## src/rtl/positron_layer_serializer.sv

```systemverilog
// Purpose : collects one window of NB_POSITRONS parallel posits from a layer of
//           positron engines and replays them as one serial posit stream with
//           sow/eow framing and an rts/rtr handshake.
// Latency : a capture at edge N presents word 0 with rts_o=1 in cycle N+1.
//           After that the block sends one word per cycle while rtr_i=1.
// Backpressure: rtr_i=0 holds posit_o, sow_o, eow_o and the read index.
//           rtr_o depends only on bank state and never on rts_i.
// Optional: define LAYER_SER_DOUBLE_BUF_EN to use two ping-pong banks, so that
//           window W+1 can be captured while window W is still being emitted.
//           In the default build there is one bank, and rtr_o stays low for the
//           whole emission.
// Ports   : clk/rst (sync, active-high); rts_i/eow_i/posit_i/rtr_o form the
//           upstream layer interface; rts_o/sow_o/eow_o/posit_o/rtr_i form the
//           serial stream; desync_o is a sticky lockstep-error flag.
module positron_layer_serializer #(
  parameter int POSIT_WIDTH  = 4,
  parameter int NB_POSITRONS = 16
) (
  input  logic                                 clk,
  input  logic                                 rst,
  input  logic [NB_POSITRONS-1:0]              rts_i,
  input  logic [NB_POSITRONS-1:0]              eow_i,
  input  logic [NB_POSITRONS*POSIT_WIDTH-1:0]  posit_i,
  output logic                                 rtr_o,
  input  logic                                 rtr_i,
  output logic                                 rts_o,
  output logic                                 sow_o,
  output logic                                 eow_o,
  output logic [POSIT_WIDTH-1:0]               posit_o,
  output logic                                 desync_o
);

  localparam int IDX_W = (NB_POSITRONS > 1) ? $clog2(NB_POSITRONS) : 1;
  localparam int BUS_W = NB_POSITRONS * POSIT_WIDTH;
  localparam logic [IDX_W-1:0] LAST_IDX = IDX_W'(NB_POSITRONS - 1);

  // Bank pointers advance by XOR with this bit. With a single bank they never
  // move, so bank 1 stays empty and "the other bank" is never full.
`ifdef LAYER_SER_DOUBLE_BUF_EN
  localparam logic SEL_STEP = 1'b1;
`else
  localparam logic SEL_STEP = 1'b0;
`endif

  typedef enum logic {EMPTY, EMIT} state_e;

  state_e             state_q, state_d;
  logic [BUS_W-1:0]   bank_q [2];
  logic [1:0]         full_q, full_d;
  logic               fill_sel_q, fill_sel_d;
  logic               emit_sel_q, emit_sel_d;
  logic [IDX_W-1:0]   idx_q, idx_d;
  logic               desync_q, desync_d;

  logic [NB_POSITRONS-1:0] arrived;
  logic all_arrived, any_arrived, capture, xfer, last_xfer, other_full;

  assign arrived     = rts_i & eow_i;
  assign all_arrived = &arrived;
  assign any_arrived = |arrived;
  assign capture     = rtr_o & all_arrived;
  assign xfer        = rts_o & rtr_i;
  assign last_xfer   = xfer && (idx_q == LAST_IDX);
  assign other_full  = full_q[~emit_sel_q];

  assign rtr_o    = ~full_q[fill_sel_q];
  assign rts_o    = (state_q == EMIT);
  assign sow_o    = rts_o && (idx_q == '0);
  assign eow_o    = rts_o && (idx_q == LAST_IDX);
  assign posit_o  = rts_o ? bank_q[emit_sel_q][int'(idx_q)*POSIT_WIDTH +: POSIT_WIDTH]
                          : '0;
  assign desync_o = desync_q;

  always_comb begin
    state_d    = state_q;
    full_d     = full_q;
    fill_sel_d = fill_sel_q;
    emit_sel_d = emit_sel_q;
    idx_d      = idx_q;
    // A partial arrival means the engines have drifted apart. The flag is
    // sticky, and the block keeps waiting for a complete vector.
    desync_d   = desync_q | (any_arrived & ~all_arrived);

    if (capture) begin
      full_d[fill_sel_q] = 1'b1;
      fill_sel_d         = fill_sel_q ^ SEL_STEP;
    end

    if (xfer) begin
      idx_d = last_xfer ? '0 : idx_q + 1'b1;
    end

    // The emitting bank is freed on its last word. A capture in the same
    // cycle always goes to the other bank, so these two cases never collide.
    if (last_xfer) begin
      full_d[emit_sel_q] = 1'b0;
      emit_sel_d         = emit_sel_q ^ SEL_STEP;
    end

    unique case (state_q)
      EMPTY: if (capture) state_d = EMIT;
      EMIT:  if (last_xfer) state_d = (other_full | capture) ? EMIT : EMPTY;
      default: state_d = EMPTY;
    endcase
  end

  always_ff @(posedge clk) begin
    if (rst) begin
      state_q    <= EMPTY;
      full_q     <= '0;
      fill_sel_q <= 1'b0;
      emit_sel_q <= 1'b0;
      idx_q      <= '0;
      desync_q   <= 1'b0;
    end else begin
      state_q    <= state_d;
      full_q     <= full_d;
      fill_sel_q <= fill_sel_d;
      emit_sel_q <= emit_sel_d;
      idx_q      <= idx_d;
      desync_q   <= desync_d;
    end
  end

  // Bank contents need no reset because posit_o is gated by rts_o.
  always_ff @(posedge clk) begin
    if (capture) bank_q[fill_sel_q] <= posit_i;
  end

endmodule

```

## config.mk

```make
export PLATFORM = sky130hd
export DESIGN_NAME = positron_layer_serializer
export DESIGN_NICKNAME = d
export VERILOG_FILES = /design/src/rtl/positron_layer_serializer.sv
export SDC_FILE = /design/constraint.sdc
export NUM_CORES = 1
export LEC_CHECK = 0
export ABC_AREA = 1
export ABC_CLOCK_PERIOD_IN_PS = 4800
export CAP_MARGIN = 20
export CORE_ASPECT_RATIO = 1.5
export CORE_MARGIN = 4
export CORE_UTILIZATION = 25
export CTS_CLUSTER_DIAMETER = 30
export DETAILED_ROUTE_END_ITERATION = 7
export PLACE_DENSITY_LB_ADDON = 0.05
export SLEW_MARGIN = 5
export SYNTH_ARGS = -nofsm -noshare
export SYNTH_HDL_FRONTEND = slang
export SYNTH_SLANG_ARGS = --single-unit
```

## constraint.sdc

```tcl
create_clock -name clk -period 4.8 [get_ports clk]
set_clock_uncertainty 0.15 [all_clocks]
set_input_delay 1.44 -clock clk [delete_from_list [all_inputs] [get_ports clk]]
set_output_delay 1.44 -clock clk [all_outputs]
set_load 0.02 [all_outputs]
```

Yosys cells after proc, flatten, opt, wreduce, memory -nomap -nowiden
Memory sizes are Yosys's and may differ from the RTL's.
Cells that the tools add are included.

operators by class
  add/sub/neg operators = 1
  multipliers = 0
  div/mod/pow operators = 0
  $lt $le $gt $ge = 0
  equal/unequal tests = 1
  shift operators = 1
  mux-type cells = 9
  bitwise operators = 9
  reductions and logical operators = 7

operators by type and width
  operator             number
  $shiftx 64x7->4      1
  $and 16x16->16       1
  $reduce_and 16->1    1
  $reduce_or 16->1     1
  $mux 4               2
  $mux 1               6
  $add 4x1->4 const B  1
  $eq 4x4->1 const B   1
  $logic_not 4->1      1
  $and 1x1->1          3
  $logic_and 1x1->1    3
  $not 1->1            3
  $or 1x1->1           2
  $pmux 1 s2           1
  $reduce_bool 2->1    1

storage, ports and cells
  register bits after elaboration = 8
  bits in latches = 0
  bits in writable memories = 128
  memory bits (read-only) = 0
  input bits = 99
  output and inout port bits = 9
  memories kept = 1

memory list
  memory  words  width  read ports  clocked after memory_dff  write ports  RTL line  RTL
  bank_q  2      64     1           0                         1            48        logic [BUS_W-1:0] bank_q [2];

Longest topological paths before layout
Gate-level depths: netlist of the first run.

  depth in word-level cells = 7
  gate-level depth with buffers = 11
  mapped depth without buffers = 9

Least setup slack after synthesis of the first run
No wires, ideal clock.

  path kind = input to register
  start point = input rts_i[7]
  end point = memory bank_q[0][0] in the netlist's numbering (enable)
  setup time = 0.487 ns
  arrival time = 4.517 ns
  slack = -0.354 ns
  stages = 6
  cells stage by stage = nand2_1 > nor2_1 > nand2_1 > nor2_1 > nand2_1 > nor2_1

between the ends
  longest elaborated chain between the ends = 5

RTL lines
  element                       RTL line  RTL
  start, declared               21        input logic [NB_POSITRONS-1:0] rts_i,
  $and 16x16->16                58        assign arrived = rts_i & eow_i;
  $reduce_and 16->1             59        assign all_arrived = &arrived;
  $and 1x1->1                   61        assign capture = rtr_o & all_arrived;
  net capture                   56        logic all_arrived, any_arrived, capture, xfer, last_xfer, other_full;
  $mux 1                        127       if (capture) bank_q[fill_sel_q] <= posit_i;
  $mux 1 (implied by the code)  127
  end, declared                 48

The timed path passes the listed nets, and every way through them passes these cells.

Worst setup path after layout of the first run
  start point = register idx_q[1]
  end point = output posit_o[0]

between the ends
  longest elaborated chain between the ends = 2

RTL lines
  element                 RTL line  RTL
  start, declared         52        logic [IDX_W-1:0] idx_q, idx_d;
  start signal, assigned  120       idx_q <= idx_d;
  $shiftx 64x7->4         70        assign posit_o = rts_o ? bank_q[emit_sel_q][int'(idx_q)*POSIT_WIDTH +: POSIT_WIDTH]
  $mux 4                  70
  end, declared           29        output logic [POSIT_WIDTH-1:0] posit_o,

Every way passes these cells.

==> results of run 1 <==
-- final cells by class --
| class | instances | area, µm² | share of cell area |
|---|---|---|---|
| Timing Repair Buffer | 110 | 1110 | 0.237 |
| Clock inverter | 6 | 60.1 | 0.0129 |
| Multi-Input combinational cell | 227 | 932 | 0.200 |
| Inverter | 21 | 81.3 | 0.0174 |
| Tap cell | 156 | 195 | 0.0418 |
| Clock buffer | 10 | 229 | 0.0491 |
| Sequential cell | 71 | 2060 | 0.442 |
-- per-stage QoR --
step	power [µW]	std cells	cell area, µm²	hold slack [ps]
3_3_place_gp	782	585	4380	285
5_1_grt	1470	601	4670	314
4_1_cts	1440	601	4670	298
6_report	1420	601	4670	294
3_5_place_dp	782	585	4380	290
2_1_floorplan	698	329	3160	363
-- per-layer routing --
layer	GRT usage	share of wire	vias to the layer above
li1	-	-	1290
met4	0.0485	0.019	0
met1	0.132	0.42	1093
met5	0	0	-
met3	0.0331	0.069	10
met2	0.198	0.49	78
-- sequential cells by signal, summed over array words and instances, names as in the netlist --
signal    count
bank_q       64
rts_o         1
desync_o      1
idx_q         4
full_q        1
-- cells by family (layout without fill, tap and decap cells) --
kind of cell               count (synthesis)  after routing  synth area share
AOI/OAI and AO/OA                         31             31            0.0491
adders and majority gates                  2              2           0.00792
buffers and inverters                     31            147            0.0543
DFF                                       71             71             0.653
and+or+nand+nor                          194            194             0.236
-- layout by cell type, fill, tap and decap left out, drive strengths merged --
cell	instances
clkdlybuf4s50	107
o21ai	27
nor3	3
clkbuf	10
bufinv	1
nand2	141
edfxtp	64
inv	22
clkinvlp	1
dfxtp	7
buf	3
nand4	1
nor4	1
ha	2
clkinv	3
or2	1
nor2	47
a21oi	4
-- power by group through the flow --
stage,combinational [µW],sequential (µW),clock [µW]
after floorplan,10.8,687,0
after global placement,95.8,686,0
after detailed placement,95.5,686,0
after CTS,96.0,673,669
after global routing,102,673,692
final,94.5,673,649
-- worst min path at each step --
stage / from / end / slack, ps / depth (start not counted)
5_1_grt: desync_o$_SDFF_PP0_ / desync_o$_SDFF_PP0_ / 310 / 2
2_1_floorplan: idx_q[3]$_SDFFE_PP0P_ / idx_q[3]$_SDFFE_PP0P_ / 360 / 2
6_report: desync_o$_SDFF_PP0_ / desync_o$_SDFF_PP0_ / 290 / 2
4_1_cts: desync_o$_SDFF_PP0_ / desync_o$_SDFF_PP0_ / 300 / 2
3_5_place_dp: desync_o$_SDFF_PP0_ / desync_o$_SDFF_PP0_ / 290 / 2
3_3_place_gp: desync_o$_SDFF_PP0_ / desync_o$_SDFF_PP0_ / 290 / 2
-- worst max-delay path: cells and delay by family (launching register included) --
kind / cells / cell delay, ps
compound gates: 2 / 330
buf+inv: 3 / 1190
flops: 1 / 380
simple gates: 4 / 270
==> results.md, run 1 <==
* Post-Route WL at 8.21 mm
* Clk pwr share at 0.458
* Die Y at 146 µm
* Final setup viols at 0
* Synth unique cells at 18
* Num Clock Sinks at 71
* Layout cells sized above 1 at 0.0472
* Total Nets Final at 541
* FF-to-FF End: rts_o$_SDFF_PP0_
* Synth warnings at 0
* Fmax at 244 MHz
* Worst r2r src: idx_q[0]$_SDFFE_PP0P_
* Top-Level Pins at 108
* Syn Inst Count at 329
* CP max stage delay at 630 ps
* Slew Viols, Final at 0
* Site Rows at 50
* Leak Pwr at 0.00180 µW
* GRT Util Overall at 0.115
* Synthesized area per cell at 9.60 µm²
* Worst-path clk slew at 50 ps
* #FFs+latches synth at 71
* Max VDD drop at 0.193 mV
* Mean routed wirelength per cell at 13.7 µm
* Crit-path cells: buf_4 > inv_1 > o21ai_0 > o21ai_1 > nand2_1 > nand2_1 > nor2_1 > nor2_1 > clkdlybuf4s50_1
* Hpwl dp at 5.99 mm
* Sequential area share after synthesis at 0.653
* First-pass GRT wire length at 12.8 mm
* Max Buffers Root-to-Sink at 2
* Pin count of the biggest net entering global routing at 50
* Worst Setup SP: idx_q[1]$_SDFFE_PP0P_
* Top cell type by total area after synthesis: edfxtp_1
* Max-cap viol count at 0
* Fin crit period at 4090 ps
* Detail Route Antenna Nets at 0
* Synthesized area at 0.00316 mm²
* Combinational Power Share at 0.067
* Tcrit/Tclk final at 0.853
* CTS resizes at 0
* Final setup margin at 707 ps
* Worst R2R Path Depth at 6
* Synth-to-Final Area Change at 47.7%
* CTS tree: yes
* Outcome: completed
* Kind of critical path: flop to output pin
* Residual DRC count at 0
* Hold buffers post-CTS at 0
* DRT iter0 DRCs at 91
* Critical path endpoint: posit_o[0]
* Worst Max-Slew Pin Slew at 528 ps
* Post-synthesis async set-or-reset flop share at 0
* Sw frac at 0.190
* Vias in the first global route at 2564
* Root Driver: clkbuf_16
* Top cell type's share of synthesized area at 0.609
* Core ar. at 0.0124 mm²
* CTS Buf Count at 9
* Initial Util at 0.254
* Initial antenna violation count at 0
* Largest cells by area after synthesis: edfxtp_1, nand2_1, nor2_1
* DR vias/cell at 4.11
* Most common cell in the netlist: nand2_1
* Worst-path fanout max at 16
* Pint at 1150 µW
* HP Class: flop to flop
* Via count at 2471
* NetSw at 269 µW
* Final hold violation count at 0
* Fill cells at 1270
* CP max-delay cell: clkdlybuf4s50_1
* WP data required at 3210 ps
* Dpl ws at 1040 ps
* RSZ-0062 raised after global routing: no
* Most common library cells after synthesis: nand2_1, edfxtp_1, nor2_1, inv_1, o21ai_0
* Setup_tns at 0 ps
* Worst Path Arrival at 2500 ps
* Top FF cell, synth: edfxtp_1
* Number of flops mapped to enable cells by yosys at 64
* Die ar. at 0.0145 mm²
* Gpl congestion at 0.786
* P per Cell Area at 304 mW/mm²
* Flop pwr share at 0.475
* Slack of the worst reg-to-reg path at 2820 ps
* Worst slew margin at 0.647
* Die W at 99.8 µm
* # port buffers at 107
* Syn nets at 430
* Fin util at 0.375
* Worst setup EP type: output pin
* Grt ovf at 0
* H-tree Lvls at 3
* Ant diodes at 0
* TritonRoute pass-1 iters at 4
* Buffers inserted by post-CTS timing repair at 0
* Clock latency on the worst-skew pair at 320 ps
* Crit start category: flop
Note: power is estimated with default switching activity, not from simulation.
==> run 2: changes to the inputs <==
--- a/config.mk
+++ b/config.mk
@@ -14,6 +14,7 @@
 export CTS_CLUSTER_DIAMETER = 30
 export DETAILED_ROUTE_END_ITERATION = 7
 export PLACE_DENSITY_LB_ADDON = 0.05
+export RECOVER_POWER = 100
 export SLEW_MARGIN = 5
 export SYNTH_ARGS = -nofsm -noshare
 export SYNTH_HDL_FRONTEND = slang
==> results.md, run 2 (same netlist as run 1, synthesis figures left out) <==
* Buffers inserted by post-CTS timing repair at 0 (unchanged)
* Num Clock Sinks at 71 (unchanged)
* Worst setup EP type: output pin (unchanged)
* Dpl ws at 1040 ps (unchanged)
* Max VDD drop at 0.193 mV (about the same)
* Max reg flops at 64 (unchanged)
* Top-Level Pins at 108 (unchanged)
* Worst Max-Slew Pin Slew at 1480 ps (was 528 ps)
* Finished Layout Cells at 601 (unchanged)
* Hold endpoint: desync_o$_SDFF_PP0_ (unchanged)
* Synth-to-Final Area Change at 47.5% (was 47.7%)
* WP data required at 3210 ps (about the same)
* Die W at 99.8 µm (unchanged)
* Biggest regs: bank_q: 64 flops, idx_q: 4 flops (unchanged)
* Most frequent cells in the layout: nand2_1, dlygate4sd3_1, edfxtp_1, nor2_1, clkdlybuf4s50_1 (was nand2_1, clkdlybuf4s50_1, edfxtp_1, nor2_1, inv_1)
* Kind of critical path: flop to output pin (unchanged)
* Hpwl dp at 5.99 mm (unchanged)
* Largest Register: bank_q (unchanged)
* First-pass GRT wire length at 12.8 mm (unchanged)
* Pin count of the biggest net entering global routing at 50 (unchanged)
* Worst R2R Path Depth at 2 (was 6)
* Flop pwr share at 0.479 (was 0.475)
* Fin crit period at 4150 ps (was 4090 ps)
* Layout cells sized above 1 at 0.0449 (was 0.0472)
* NetSw at 269 µW (about the same)
* Final setup viols at 0 (unchanged)
* Fill cells at 1272 (was 1270)
* Failing checks: capacitance limit
* Fmax at 241 MHz (was 244 MHz)
* RSZ-0062 raised after global routing: no (unchanged)
* Clk pwr share at 0.461 (was 0.458)
* Total area of sequential cells at 0.00206 mm² (unchanged)
* Initial Util at 0.254 (unchanged)
* Via count at 2469 (was 2471)
* Max-cap viol count at 1 (was 0)
* Mean routed wirelength per cell at 13.6 µm (was 13.7 µm)
* # placed instances at 585 (unchanged)
* Residual DRC count at 0 (unchanged)
* Die ar. at 0.0145 mm² (unchanged)
* Post-Route WL at 8.19 mm (was 8.21 mm)
* Crit start category: flop (unchanged)
* CTS Buf Count at 9 (unchanged)
* Vias in the first global route at 2564 (unchanged)
* Initial antenna violation count at 0 (unchanged)
* Area of the multi-input gates at 925 µm² (was 932 µm²)
* # port buffers at 107 (unchanged)
* Dpl cell area at 0.00438 mm² (unchanged)
* DR vias/cell at 4.11 (about the same)
* WHS Path Cells at 2 (unchanged)
* Worst r2r src: full_q[0]$_SDFFE_PP0P_ (was idx_q[0]$_SDFFE_PP0P_)
* Site Rows at 50 (unchanged)
* Total Nets Final at 541 (unchanged)
* Worst-path fanout max at 16 (unchanged)
* Core ar. at 0.0124 mm² (unchanged)
* Worst Path Arrival at 2560 ps (was 2500 ps)
* HP Class: flop to flop (unchanged)
* Combinational Power Share at 0.059 (was 0.067)
* Commonest non-fill, non-tap cell in the layout: nand2_1 (unchanged)
* Max Buffers Root-to-Sink at 2 (unchanged)
* Final hold violation count at 0 (unchanged)
* Final setup margin at 648 ps (was 707 ps)
* GRT Util Overall at 0.115 (unchanged)
* Worst-path clk slew at 50 ps (about the same)
* Hold buffers post-CTS at 0 (unchanged)
* Sw frac at 0.191 (was 0.190)
* TritonRoute pass-1 iters at 4 (unchanged)
* Slack of the worst reg-to-reg path at 2510 ps (was 2820 ps)
* Detail Route Antenna Nets at 0 (unchanged)
* Ant diodes at 0 (unchanged)
* DRT iter0 DRCs at 86 (was 91)
* H-tree Lvls at 3 (unchanged)
* Grt ovf at 0 (unchanged)
* Tcrit/Tclk final at 0.865 (was 0.853)
* Gpl congestion at 0.786 (unchanged)
* Pint at 1140 µW (was 1150 µW)
* Hold Slack at 291 ps (was 294 ps)
* P per Cell Area at 302 mW/mm² (was 304 mW/mm²)
* Outcome: finished, violations left (was completed)
* FF-to-FF End: bank_q[0][4]$_DFFE_PP_ (was rts_o$_SDFF_PP0_)
* Die Y at 146 µm (unchanged)
* Clock latency on the worst-skew pair at 320 ps (about the same)
* Worst slew margin at 0.00955 (was 0.647)
* Root Driver: clkbuf_16 (unchanged)
* Design area at 0.00466 mm² (was 0.00467 mm²)
* Setup_tns at 0 ps (unchanged)
* HP Start: desync_o$_SDFF_PP0_ (unchanged)
* Leak Pwr at 0.00184 µW (was 0.00180 µW)
* Slew Viols, Final at 0 (unchanged)
* CTS tree: yes (unchanged)
* CTS resizes at 0 (unchanged)
[run 2: cell count changes in the layout (fill, tap and decap cells not counted)]
cell / previous run / this run
dlygate4sd3_1: 0 / 74
nor2_1: 46 / 47
nor2_4: 1 / 0
clkdlybuf4s50_1: 107 / 33
[run 2: how the worst max path moves through the flow]
stage | startpoint | endpoint | slack (ps)
floorplan | rts_i[7] | bank_q[0][0]$_DFFE_PP_ | 730
global placement | idx_q[1]$_SDFFE_PP0P_ | posit_o[3] | 1080
detailed placement | idx_q[1]$_SDFFE_PP0P_ | posit_o[0] | 1040
CTS | idx_q[1]$_SDFFE_PP0P_ | posit_o[0] | 670
global route | rts_i[0] | bank_q[0][4]$_DFFE_PP_ | 360
finish | idx_q[1]$_SDFFE_PP0P_ | posit_o[0] | 650
[run 2: power groups by stage]
stage	registers, µW	logic, µW	clock network [µW]
detailed placement	686	95.5	0
finish	673	83.5	649
global placement	686	95.8	0
floorplan	687	10.8	0
CTS	673	96.0	669
global route	673	91.3	692
[run 2: per-stage QoR]
stage / util / power (µW)
6_report: 0.374 / 1410
5_1_grt: 0.374 / 1460
4_1_cts: 0.375 / 1440
3_5_place_dp: 0.352 / 782
3_3_place_gp: 0.352 / 782
2_1_floorplan: - / 698
[run 2: metal layers]
metal	vias up	wire, µm	track usage	part of all wire
met5	-	0	0	0
met4	0	155	0.0485	0.019
met3	10	557	0.0331	0.068
met2	78	4030	0.198	0.49
met1	1091	3450	0.132	0.42
li1	1290	-	-	-
[run 2: cell type report]
class | instances | share of cell area
inverter | 21 | 0.0175
multi-input combinational | 227 | 0.198
clock buffer | 10 | 0.0492
sequential | 71 | 0.443
clock inverter | 6 | 0.0129
timing repair buffer | 110 | 0.237
tap | 156 | 0.0419
[run 2: worst max-delay path, cell delays in order (launching register included)]
cell and delay [ps]:
dfxtp_1 380, buf_4 220, inv_1 340, o21ai_0 160
o21ai_1 170, nand2_1 60, nand2_1 80, nor2_1 40
nor2_1 90, dlygate4sd3_1 700
==> run 3: changes to the inputs <==
==> constraint.sdc (replaced) <==
create_clock -name clk -period 4.8 [get_ports clk]
set_clock_uncertainty 0.15 [all_clocks]
set_input_delay 1.44 -clock clk [delete_from_list [all_inputs] [get_ports clk]]
set_output_delay 1.44 -clock clk [all_outputs]
set_load 0.05 [all_outputs]
==> results.md, run 3 (same netlist as run 1, synthesis figures left out) <==
* CP max stage delay at 890 ps (was 700 ps)
* Worst r2r src: full_q[0]$_SDFFE_PP0P_ (unchanged)
* Hold buffers post-CTS at 0 (unchanged)
* RSZ-0062 raised after global routing: no (unchanged)
* Grt ovf at 0 (unchanged)
* Num Clock Sinks at 71 (unchanged)
* DR vias/cell at 4.05 (was 4.11)
* CTS resizes at 0 (unchanged)
* Core ar. at 0.0124 mm² (unchanged)
* Slew Viols, Final at 29 (was 0)
* Tcrit/Tclk final at 0.866 (was 0.865)
* CTS tree: yes (unchanged)
* Site Rows at 50 (unchanged)
* Crit path depth at 11 (was 9)
* P per Cell Area at 288 mW/mm² (was 302 mW/mm²)
* Vias in the first global route at 2555 (was 2564)
* Worst-path clk slew at 50 ps (about the same)
* Die ar. at 0.0145 mm² (unchanged)
* Commonest non-fill, non-tap cell in the layout: nand2_1 (unchanged)
* Root Driver: clkbuf_16 (unchanged)
* Worst slew margin at -0.0593 (was 0.00955)
* Outcome: finished, violations left (unchanged)
* Mean routed wirelength per cell at 13.3 µm (was 13.6 µm)
* Final setup viols at 0 (unchanged)
* Worst Path Arrival at 2570 ps (was 2560 ps)
* FF-to-FF End: bank_q[0][6]$_DFFE_PP_ (was bank_q[0][4]$_DFFE_PP_)
* Buffers inserted by post-CTS timing repair at 0 (unchanged)
* Pin count of the biggest net entering global routing at 38 (was 50)
* Ant diodes at 0 (unchanged)
* Largest Register: bank_q (unchanged)
* Layout cells sized above 1 at 0.0447 (was 0.0449)
* CTS Buf Count at 9 (unchanged)
* Detail Route Antenna Nets at 0 (unchanged)
* Max VDD drop at 0.128 mV (was 0.193 mV)
* Crit start category: flop (unchanged)
* Worst-path fanout max at 30 (was 16)
* Initial antenna violation count at 0 (unchanged)
* CP max-delay cell: dlygate4sd3_1 (unchanged)
* Fmax at 241 MHz (about the same)
* Setup_tns at 0 ps (unchanged)
* Crit-path cells: buf_4 > inv_4 > nand2_1 > nand2_1 > nand2_1 > o21ai_1 > nand2_1 > nand2_1 > nor2_1 > nor2_1 > dlygate4sd3_1 (was buf_4 > inv_1 > o21ai_0 > o21ai_1 > nand2_1 > nand2_1 > nor2_1 > nor2_1 > dlygate4sd3_1)
* Synth-to-Final Area Change at 46.5% (was 47.5%)
* Die Y at 146 µm (unchanged)
* HP Class: flop to flop (unchanged)
* Biggest regs: bank_q: 64 flops, idx_q: 4 flops (unchanged)
* WP data required at 3210 ps (about the same)
* Via count at 2442 (was 2469)
* Total Nets Final at 543 (was 541)
* Delay-heaviest family, CP: buffers and inverters (unchanged)
* Failing checks: capacitance limit, slew limit (was capacitance limit)
* First-pass GRT wire length at 12.6 mm (was 12.8 mm)
* Final hold violation count at 0 (unchanged)
* Post-Route WL at 8.05 mm (was 8.19 mm)
* Worst Max-Slew Pin Slew at 1590 ps (was 1480 ps)
* Critical path's most frequent cell: nand2_1
* TritonRoute pass-1 iters at 4 (unchanged)
* Max-cap viol count at 1 (unchanged)
* Top-Level Pins at 108 (unchanged)
* Worst setup EP type: output pin (unchanged)
* Hpwl dp at 6.25 mm (was 5.99 mm)
* Worst Setup SP: idx_q[0]$_SDFFE_PP0P_ (was idx_q[1]$_SDFFE_PP0P_)
* CP bufs+invs at 3 (unchanged)
* GRT Util Overall at 0.114 (was 0.115)
* Clock latency on the worst-skew pair at 320 ps (about the same)
* Die W at 99.8 µm (unchanged)
* Residual DRC count at 0 (unchanged)
* Max reg flops at 64 (unchanged)
* Gpl congestion at 0.823 (was 0.786)
* DRT iter0 DRCs at 102 (was 86)
* Kind of critical path: flop to output pin (unchanged)
* Initial Util at 0.254 (unchanged)
* Leak Pwr at 0.00183 µW (was 0.00184 µW)
* # port buffers at 107 (unchanged)
* Max Buffers Root-to-Sink at 2 (unchanged)
* Fin crit period at 4160 ps (was 4150 ps)
* H-tree Lvls at 3 (unchanged)
* Worst R2R Path Depth at 2 (unchanged)
* Critical path endpoint: posit_o[3] (was posit_o[0])
* Slack of the worst reg-to-reg path at 2650 ps (was 2510 ps)
* Most frequent cells in the layout: nand2_1, dlygate4sd3_1, edfxtp_1, nor2_1, clkdlybuf4s50_1 (unchanged)
* Total power at 1330 µW (was 1410 µW)
==> run 3: cell count changes in the layout (fill, tap and decap cells not counted) <==
cell	delta
clkbuf_1	+1
clkinv_2	-1
nor2_4	+1
buf_12	-1
clkinv_1	+3
bufinv_16	-1
inv_6	-1
clkbuf_2	+1
clkdlybuf4s50_1	-1
buf_4	+2
nor2_1	-1
==> run 3: cell type report <==
| class | count | area (µm²) |
|---|---|---|
| Clock inverter | 6 | 27.5 |
| Tap cell | 156 | 195 |
| Fill cell | 1264 | 7820 |
| Clock buffer | 10 | 229 |
| Sequential cell | 71 | 2060 |
| Inverter | 21 | 81.3 |
| Multi-Input combinational cell | 227 | 932 |
| Timing Repair Buffer | 112 | 1100 |
==> run 3: per-layer routing <==
| layer | up-vias | track usage | routed length (µm) |
|---|---|---|---|
| li1 | 1292 | - | - |
| met1 | 1054 | 0.127 | 3340 |
| met2 | 86 | 0.196 | 3970 |
| met3 | 10 | 0.0417 | 574 |
| met4 | 0 | 0.0431 | 158 |
| met5 | - | 0 | 0 |
==> run 3: worst min path at each step <==
| stage | from | to | slack, ps | cells past startpoint |
|---|---|---|---|---|
| 3_5_place_dp | desync_o$_SDFF_PP0_ | desync_o$_SDFF_PP0_ | 300 | 2 |
| 4_1_cts | desync_o$_SDFF_PP0_ | desync_o$_SDFF_PP0_ | 310 | 2 |
| 2_1_floorplan | idx_q[3]$_SDFFE_PP0P_ | idx_q[3]$_SDFFE_PP0P_ | 360 | 2 |
| 3_3_place_gp | desync_o$_SDFF_PP0_ | desync_o$_SDFF_PP0_ | 290 | 2 |
| 6_report | desync_o$_SDFF_PP0_ | desync_o$_SDFF_PP0_ | 300 | 2 |
| 5_1_grt | desync_o$_SDFF_PP0_ | desync_o$_SDFF_PP0_ | 330 | 2 |
==> run 3: stage by stage <==
step	cell area (µm²)	util	hold slack [ps]	cells	setup slack, ps
final	4630	0.372	296	603	644
after global routing	4630	0.372	333	603	441
after CTS	4630	0.372	306	603	662
after detailed placement	4380	0.352	297	587	1020
after global placement	4380	0.352	286	587	1030
after floorplan	3160	-	363	329	728
==> run 3: worst min-delay path: stages, from the launching register on <==
cell	delay, ps
dfxtp_1	300
inv_1	40
a21oi_1	50
==> run 3: power breakdown <==
| part | leakage, µW | switching, µW | internal, µW |
|---|---|---|---|
| combinational | 0.00107 | 22.0 | 63.1 |
| clock | 0.000122 | 232 | 341 |
| sequential | 0.000632 | 0.191 | 674 |
